<file path="src/rtl/floor_request_server_if.sv">
`default_nettype none
// ============================================================================
// Module      : floor_request_server_if
// Description : Bundle between the button latch block and the collective car
//               controller: latched request levels in, one-hot clear pulses
//               and car status out.
// Revision    : 1.0 - initial release
// ============================================================================
interface floor_request_server_if #(
    parameter int BUTTONS_WIDTH = 8,
    parameter int FLOOR_BITS    = 3
);
    logic [BUTTONS_WIDTH-1:0] active_in_levels;
    logic [BUTTONS_WIDTH-1:0] active_out_up_levels;
    logic [BUTTONS_WIDTH-1:0] active_out_down_levels;
    logic [BUTTONS_WIDTH-1:0] inactivate_in_levels;
    logic [BUTTONS_WIDTH-1:0] inactivate_out_up_levels;
    logic [BUTTONS_WIDTH-1:0] inactivate_out_down_levels;
    logic [FLOOR_BITS-1:0]    current_floor;
    logic                     direction;
    logic                     moving;
    logic                     door_open;

    // Latch side: owns the request levels, consumes clears and status.
    modport master (
        output active_in_levels, active_out_up_levels, active_out_down_levels,
        input  inactivate_in_levels, inactivate_out_up_levels,
               inactivate_out_down_levels, current_floor, direction, moving,
               door_open
    );

    // Controller side.
    modport slave (
        input  active_in_levels, active_out_up_levels, active_out_down_levels,
        output inactivate_in_levels, inactivate_out_up_levels,
               inactivate_out_down_levels, current_floor, direction, moving,
               door_open
    );
endinterface
`default_nettype wire

</file>
<file path="src/rtl/floor_request_server.sv">
`default_nettype none
// ============================================================================
// Module      : floor_request_server
// Description : Collective (SCAN) car controller. Reads latched requests,
//               moves the car one floor per MOVE_CYCLES clocks, opens the door
//               for DOOR_CYCLES clocks and returns one-cycle clear pulses for
//               the requests it serves.
//               Optional macro DOOR_HOLD_EN adds a door_hold input that keeps
//               the door open and restarts the door count on release.
// Revision    : 1.0 - initial release
// ============================================================================
module floor_request_server #(
    parameter int BUTTONS_WIDTH = 8,
    parameter int FLOOR_BITS    = 3,
    parameter int MOVE_CYCLES   = 16,
    parameter int DOOR_CYCLES   = 32
) (
    input  wire logic             clk,
    input  wire logic             reset,
`ifdef DOOR_HOLD_EN
    input  wire logic             door_hold,
`endif
    floor_request_server_if.slave bus
);
    localparam logic [FLOOR_BITS-1:0] c_TOP_FLOOR = FLOOR_BITS'(BUTTONS_WIDTH - 1);
    localparam logic [15:0]           c_MOVE_LAST = 16'(MOVE_CYCLES - 1);
    localparam logic [15:0]           c_DOOR_LAST = 16'(DOOR_CYCLES - 1);

    typedef enum logic [1:0] {
        S_IDLE   = 2'd0,
        S_MOVING = 2'd1,
        S_DOOR   = 2'd2
    } state_t;

    state_t                   r_state, w_nxt_state;
    logic [FLOOR_BITS-1:0]    r_floor, w_nxt_floor, w_step_floor, w_eval_floor;
    logic                     r_dir, w_nxt_dir;
    logic [15:0]              r_mcnt, w_nxt_mcnt;
    logic [15:0]              r_dcnt, w_nxt_dcnt;
    logic                     r_clr_up, w_nxt_clr_up;
    logic                     r_clr_dn, w_nxt_clr_dn;
    logic [BUTTONS_WIDTH-1:0] r_pin, w_nxt_pin;
    logic [BUTTONS_WIDTH-1:0] r_pup, w_nxt_pup;
    logic [BUTTONS_WIDTH-1:0] r_pdn, w_nxt_pdn;

    logic [BUTTONS_WIDTH-1:0] w_req;
    logic [BUTTONS_WIDTH-1:0] w_onehot;
    logic                     w_above, w_below;
    logic                     w_in_f, w_up_f, w_dn_f, w_req_f;
    logic                     w_here_up, w_here_dn;
    logic                     w_at_top, w_at_bot;
    logic                     w_ahead, w_stop, w_enter_door, w_hold;
    logic                     w_entry_dir, w_entry_clr_up, w_entry_clr_dn;

`ifdef DOOR_HOLD_EN
    assign w_hold = door_hold;
`else
    assign w_hold = 1'b0;
`endif

    assign w_req = bus.active_in_levels | bus.active_out_up_levels
                 | bus.active_out_down_levels;

    // While travelling, every decision is taken against the floor being
    // arrived at; otherwise against the floor the car stands on.
    assign w_step_floor = r_dir ? (r_floor + FLOOR_BITS'(1)) : (r_floor - FLOOR_BITS'(1));
    assign w_eval_floor = (r_state == S_MOVING) ? w_step_floor : r_floor;

    // Floor decode and "any request above / below" of the evaluated floor.
    always_comb begin
        w_onehot = '0;
        w_above  = 1'b0;
        w_below  = 1'b0;
        for (int i = 0; i < BUTTONS_WIDTH; i++) begin
            if (i == int'(w_eval_floor)) w_onehot[i] = 1'b1;
            if (i >  int'(w_eval_floor)) w_above = w_above | w_req[i];
            if (i <  int'(w_eval_floor)) w_below = w_below | w_req[i];
        end
    end

    assign w_in_f    = |(bus.active_in_levels       & w_onehot);
    assign w_up_f    = |(bus.active_out_up_levels   & w_onehot);
    assign w_dn_f    = |(bus.active_out_down_levels & w_onehot);
    assign w_req_f   = w_in_f | w_up_f | w_dn_f;
    assign w_here_up = w_in_f | w_up_f;
    assign w_here_dn = w_in_f | w_dn_f;
    assign w_at_top  = (w_eval_floor == c_TOP_FLOOR);
    assign w_at_bot  = (w_eval_floor == '0);
    assign w_ahead   = r_dir ? w_above : w_below;

    // Arrival stop rule; the end floors always stop the car.
    assign w_stop = w_at_top | w_at_bot
                  | (r_dir ? (w_here_up | (~w_above & w_req_f))
                           : (w_here_dn | (~w_below & w_req_f)));

    // Door entry: the travel-direction hall class is always cleared; with
    // nothing ahead the car turns round and the opposite class is cleared too.
    assign w_entry_clr_up = r_dir  | ~w_ahead;
    assign w_entry_clr_dn = ~r_dir | ~w_ahead;
    assign w_entry_dir    = w_at_bot ? 1'b1 :
                            w_at_top ? 1'b0 :
                            (w_ahead ? r_dir : ~r_dir);

    // Next-state and next-value logic for the controller.
    always_comb begin
        w_nxt_state  = r_state;
        w_nxt_floor  = r_floor;
        w_nxt_dir    = r_dir;
        w_nxt_mcnt   = r_mcnt;
        w_nxt_dcnt   = r_dcnt;
        w_nxt_clr_up = r_clr_up;
        w_nxt_clr_dn = r_clr_dn;
        w_nxt_pin    = '0;
        w_nxt_pup    = '0;
        w_nxt_pdn    = '0;
        w_enter_door = 1'b0;
        unique case (r_state)
            S_IDLE: begin
                if (w_here_up | w_here_dn) begin
                    w_enter_door = 1'b1;
                end else if (w_ahead) begin
                    w_nxt_state = S_MOVING;
                    w_nxt_mcnt  = '0;
                end else if (r_dir ? w_below : w_above) begin
                    w_nxt_state = S_MOVING;
                    w_nxt_mcnt  = '0;
                    w_nxt_dir   = ~r_dir;
                end
            end
            S_MOVING: begin
                if (r_mcnt == c_MOVE_LAST) begin
                    w_nxt_floor = w_step_floor;
                    if (w_stop) w_enter_door = 1'b1;
                    else        w_nxt_mcnt   = '0;
                end else begin
                    w_nxt_mcnt = r_mcnt + 16'd1;
                end
            end
            S_DOOR: begin
                if (w_hold)                     w_nxt_dcnt  = '0;
                else if (r_dcnt == c_DOOR_LAST) w_nxt_state = S_IDLE;
                else                            w_nxt_dcnt  = r_dcnt + 16'd1;
                // Late requests in an already-cleared class at this floor are
                // cleared too; the mask avoids re-pulsing a bit being cleared.
                if (w_nxt_state == S_DOOR) begin
                    w_nxt_pin = w_onehot & bus.active_in_levels & ~r_pin;
                    w_nxt_pup = w_onehot & bus.active_out_up_levels
                              & {BUTTONS_WIDTH{r_clr_up}} & ~r_pup;
                    w_nxt_pdn = w_onehot & bus.active_out_down_levels
                              & {BUTTONS_WIDTH{r_clr_dn}} & ~r_pdn;
                end
            end
            default: begin
                w_nxt_state = S_IDLE;
            end
        endcase
        if (w_enter_door) begin
            w_nxt_state  = S_DOOR;
            w_nxt_dcnt   = '0;
            w_nxt_dir    = w_entry_dir;
            w_nxt_clr_up = w_entry_clr_up;
            w_nxt_clr_dn = w_entry_clr_dn;
            w_nxt_pin    = w_onehot & bus.active_in_levels;
            w_nxt_pup    = w_onehot & bus.active_out_up_levels
                         & {BUTTONS_WIDTH{w_entry_clr_up}};
            w_nxt_pdn    = w_onehot & bus.active_out_down_levels
                         & {BUTTONS_WIDTH{w_entry_clr_dn}};
        end
    end

    // State and datapath registers; reset abandons any travel in progress.
    always_ff @(posedge clk or posedge reset) begin
        if (reset) begin
            r_state  <= S_IDLE;
            r_floor  <= '0;
            r_dir    <= 1'b1;
            r_mcnt   <= '0;
            r_dcnt   <= '0;
            r_clr_up <= 1'b0;
            r_clr_dn <= 1'b0;
            r_pin    <= '0;
            r_pup    <= '0;
            r_pdn    <= '0;
        end else begin
            r_state  <= w_nxt_state;
            r_floor  <= w_nxt_floor;
            r_dir    <= w_nxt_dir;
            r_mcnt   <= w_nxt_mcnt;
            r_dcnt   <= w_nxt_dcnt;
            r_clr_up <= w_nxt_clr_up;
            r_clr_dn <= w_nxt_clr_dn;
            r_pin    <= w_nxt_pin;
            r_pup    <= w_nxt_pup;
            r_pdn    <= w_nxt_pdn;
        end
    end

    assign bus.current_floor              = r_floor;
    assign bus.direction                  = r_dir;
    assign bus.moving                     = (r_state == S_MOVING);
    assign bus.door_open                  = (r_state == S_DOOR);
    assign bus.inactivate_in_levels       = r_pin;
    assign bus.inactivate_out_up_levels   = r_pup;
    assign bus.inactivate_out_down_levels = r_pdn;

endmodule
`default_nettype wire

</file>
<file path="src/flat_wrapper.sv">
// flat-port wrapper written by rule: the top's interface ports become plain ports
module floor_request_server_flat 
#(
    parameter int BUTTONS_WIDTH = 8,
    parameter int FLOOR_BITS    = 3,
    parameter int MOVE_CYCLES   = 16,
    parameter int DOOR_CYCLES   = 32
)
  (clk, reset, bus_active_in_levels, bus_active_out_up_levels, bus_active_out_down_levels, bus_inactivate_in_levels, bus_inactivate_out_up_levels, bus_inactivate_out_down_levels, bus_current_floor, bus_direction, bus_moving, bus_door_open);
  floor_request_server_if #(.BUTTONS_WIDTH(BUTTONS_WIDTH), .FLOOR_BITS(FLOOR_BITS)) bus_i ();
  input  wire logic clk;
  input  wire logic reset;
  input wire logic [$bits(bus_i.active_in_levels)-1:0] bus_active_in_levels;
  input wire logic [$bits(bus_i.active_out_up_levels)-1:0] bus_active_out_up_levels;
  input wire logic [$bits(bus_i.active_out_down_levels)-1:0] bus_active_out_down_levels;
  output wire logic [$bits(bus_i.inactivate_in_levels)-1:0] bus_inactivate_in_levels;
  output wire logic [$bits(bus_i.inactivate_out_up_levels)-1:0] bus_inactivate_out_up_levels;
  output wire logic [$bits(bus_i.inactivate_out_down_levels)-1:0] bus_inactivate_out_down_levels;
  output wire logic [$bits(bus_i.current_floor)-1:0] bus_current_floor;
  output wire logic [$bits(bus_i.direction)-1:0] bus_direction;
  output wire logic [$bits(bus_i.moving)-1:0] bus_moving;
  output wire logic [$bits(bus_i.door_open)-1:0] bus_door_open;
  assign bus_i.active_in_levels = bus_active_in_levels;
  assign bus_i.active_out_up_levels = bus_active_out_up_levels;
  assign bus_i.active_out_down_levels = bus_active_out_down_levels;
  assign bus_inactivate_in_levels = bus_i.inactivate_in_levels;
  assign bus_inactivate_out_up_levels = bus_i.inactivate_out_up_levels;
  assign bus_inactivate_out_down_levels = bus_i.inactivate_out_down_levels;
  assign bus_current_floor = bus_i.current_floor;
  assign bus_direction = bus_i.direction;
  assign bus_moving = bus_i.moving;
  assign bus_door_open = bus_i.door_open;
  floor_request_server #(.BUTTONS_WIDTH(BUTTONS_WIDTH), .FLOOR_BITS(FLOOR_BITS), .MOVE_CYCLES(MOVE_CYCLES), .DOOR_CYCLES(DOOR_CYCLES)) u_core (.clk(clk), .reset(reset), .bus(bus_i));
endmodule
</file>
<file path="config.mk">
export PLATFORM = sky130hd
export DESIGN_NAME = floor_request_server_flat
export DESIGN_NICKNAME = d
export VERILOG_FILES = /design/src/rtl/floor_request_server_if.sv /design/src/rtl/floor_request_server.sv /design/src/flat_wrapper.sv
export SDC_FILE = /design/constraint.sdc
export NUM_CORES = 1
export LEC_CHECK = 0
export ABC_CLOCK_PERIOD_IN_PS = 3700
export CAP_MARGIN = 20
export CORE_MARGIN = 3
export CORE_UTILIZATION = 49
export DETAILED_ROUTE_END_ITERATION = 8
export GPL_ROUTABILITY_DRIVEN = 1
export HOLD_SLACK_MARGIN = 0.06
export PLACE_DENSITY = 0.86
export SLEW_MARGIN = 40
export SYNTH_ARGS = -nofsm -noshare
export SYNTH_HDL_FRONTEND = slang
export SYNTH_SLANG_ARGS = --single-unit
</file>
<file path="constraint.sdc">
create_clock -name clk -period 3.7 [get_ports clk]
set_input_delay 0.74 -clock clk [delete_from_list [all_inputs] [get_ports clk]]
set_output_delay 0.74 -clock clk [all_outputs]
set_load 0.01 [all_outputs]
</file>
==> metrics.cfg <==
[global_routing]
grt.met3_usage=0.0425
top_usage_layer=met2
grt_overflow=0
grt_pass1_wl_um=16700
grtUsageTotal=0.238
grt_pass1_vias=3510
met2_usage=0.393
grt_max_degree=65
antenna_found_initial=0
grtUsageMet1=0.307

[synthesis]
seq_area_frac_synth=0.424
synth_enable_flop_cells=0
synth.largest_area_cell=dfrtp_1
syn-num-nets=430
synth.avg_cell_area_um2=9.43
synth.distinct_cells=66
yosysTopAreaCellShare=0.417
synth-seq-cells=64
syn_inst=401
synth_warnings=0
ys.flop_type=dfrtp_1
synth_area_leaders=dfrtp_1 (42%), a21oi_1 (4.2%), nor2_1 (4.2%), nand2_1 (3.6%), or2_2 (3.0%)
netlist_area_mm2=0.00378
async_reset_ff_frac=1.00

[clock_network]
cts_setup_buffers=0
path_clk_slew_ns=0.08
cts_buffer_depth=2
root_buffer=clkbuf_8
cts_num_sinks=64
cts_tree=yes
numCtsBuffers=9
htree_levels=3
cts-hold-fix-buffers=0
clk_latency_ns=0.34

[finish]
drive_gt1_frac=0.180
area.growth.synth_to_final_pct=27.4
antenna_cells=0
fin_area_mm2=0.00482
nNetsFinal=502
fill_cells=595

[worst_setup_path]
worst_setup_path_start_kind=flip-flop
crit_path_cell_trace=inv_1, fa_2, and3b_2, a21o_4, mux4_2, o32a_1, a41oi_2, o22ai_2, or2_4, buf_4, o2111a_1
path_class=reg2reg
critical_path.top_delay_family=compound AO/OA/AOI/OAI gates
cp_data_arrival_time_ns=3.83
crit_path_max_fanout=12
slowest_delay_ns=0.62
critPathBufInv=2
cp.required_ns=3.94
cp_slowest_cell=fa_2
end_kind=flip-flop

[floorplan]
start_util=0.513
dieWidth_um=93.9
core_area_mm2=0.00737
die_area_mm2=0.00881
die_h_um=93.9
rows=31
io_pins=56

[timing]
fin_crit_sh=0.972
whs_ns=0.502
max_slew_margin=0.507
max_freq_mhz=278
maxSlewViolCount=0
post-route-min-period_ns=3.59
setup_violations=0
tightest_slew_ns=0.733
skew_ns=0.0109
hold_viol=0

[status]
status=finished, final reports clean

[worst_hold_path]
min_path_type=reg2reg

[place]
placed_cell_area_mm2=0.00454
dpl.hpwl_um=7390
port_buffers=55
place.gp.congestion=0.970

[pwr]
leakagePower_nw=2.02
powerDensity_mw_per_mm2=485
vdd_drop_max_uv=288

[route]
wl_per_cell_um=17.4
ant_nets=0
viasPerCell=6.08
wirelength_um=10000
drt-initial-drc-count=230
drc=0
first_pass_iters=5
num_vias=3508

[job]
drv_cap=0

## report_power, final
part | internal [mW] | total [mW] | switching (mW)
registers | 0.824 | 0.957 | 0.134
logic | 0.288 | 0.616 | 0.328
clock network | 0.470 | 0.765 | 0.295
## cell families (layout without fill, tap and decap cells)
logic type / count (synthesis) / in the layout / share of synthesized area
AOI/OAI and AO/OA: 101 / 101 / 0.197
buffers and inverters: 29 / 106 / 0.0371
DFF: 64 / 64 / 0.424
adders and majority gates: 3 / 3 / 0.0119
and+or+nand+nor: 171 / 171 / 0.230
xor gates and xnor gates: 21 / 21 / 0.0536
muxes: 12 / 12 / 0.0463
## final timing paths
kind	to	depth (start not counted)	from	slack (ns)
setup / recovery	u_core.bus.inactivate_in_levels[4]	11	u_core.bus.direction	0.11
hold / removal	u_core.r_mcnt[15]	1	u_core.r_mcnt[15]	0.50
setup reg to reg	u_core.bus.inactivate_in_levels[4]	11	u_core.bus.direction	0.11
hold reg to reg	u_core.r_mcnt[15]	1	u_core.r_mcnt[15]	0.50
max in group asynchronous	u_core.bus.inactivate_out_down_levels[7]	3	reset	2.46
min in group asynchronous	u_core.r_dcnt[14]	3	reset	0.85
## per-stage QoR
| step | setup TNS, ns | setup slack, ns | cells | utilization | power (mW) |
|---|---|---|---|---|---|
| floorplan | 0 | 0.112 | 401 | - | 1.37 |
| global placement | 0 | 0.0321 | 561 | 0.615 | 1.54 |
| detailed placement | 0 | 0.000508 | 561 | 0.616 | 1.58 |
| CTS | 0 | 0.0103 | 577 | 0.650 | 2.35 |
| global route | -0.00292 | -0.00292 | 577 | 0.654 | 2.48 |
| finish | 0 | 0.105 | 577 | 0.654 | 2.34 |
## cells in the final DEF (no fill, tap or decap), types with 6 or more instances in the layout
| cell type | n |
|---|---|
| a21oi_1 | 31 |
| a31oi_1 | 8 |
| and3_1 | 9 |
| buf_4 | 21 |
| clkbuf_8 | 10 |
| clkdlybuf4s50_1 | 55 |
| dfrtp_1 | 63 |
| inv_1 | 11 |
| nand2_1 | 36 |
| nand3_1 | 15 |
| nand4_1 | 6 |
| nor2_1 | 40 |
| nor3_1 | 13 |
| o21a_1 | 7 |
| o21ai_0 | 8 |
| o311a_1 | 8 |
| or2_2 | 18 |
| or3_1 | 8 |
| xnor2_1 | 8 |
| xor2_1 | 12 |
## metal layers
metal  wire [µm]  vias up
met3         709       25
met4         246        0
met1        4110     1709
met5           0        -
li1            -     1629
met2        4950      145
## synthesized netlist by cell type, drive strengths merged, types with 7 or more instances
library cell,n
nand3,15
dfrtp,63
a21oi,32
xor2,12
and3,9
o21a,7
nor3,13
nor2,42
inv,13
o311a,8
buf,9
nand2,36
or2,19
or3,8
xnor2,9
o21ai,10
a31oi,8
clkbuf,7
## sequential cells by signal, summed over array words and instances, names as in the netlist
signal,flops
u_core.r_clr_dn,1
u_core.r_mcnt,16
u_core.bus.inactivate_out_up_levels,8
u_core.r_dcnt,16
u_core.bus.direction,1
u_core.bus.inactivate_in_levels,8
u_core.r_state,2
u_core.bus.current_floor,3
u_core.bus.inactivate_out_down_levels,8
u_core.r_clr_up,1
## layout make-up
| cell class | instances | area [µm²] | area share |
|---|---|---|---|
| clock buffer | 10 | 138 | 0.0286 |
| clock inverter | 6 | 115 | 0.0239 |
| inverter | 13 | 53.8 | 0.0112 |
| multi-input combinational | 308 | 2070 | 0.429 |
| sequential | 64 | 1600 | 0.333 |
| tap | 99 | 124 | 0.0257 |
| timing repair buffer | 77 | 719 | 0.149 |
## what timing repair did
item / 4_1_cts / 5_1_grt
endpoints found under the setup margin: 4 / 5
resized for setup: 1 / 6
pin swaps: 0 / 0
cloned: 0 / 0
Power figures use the tool's default switching activity.
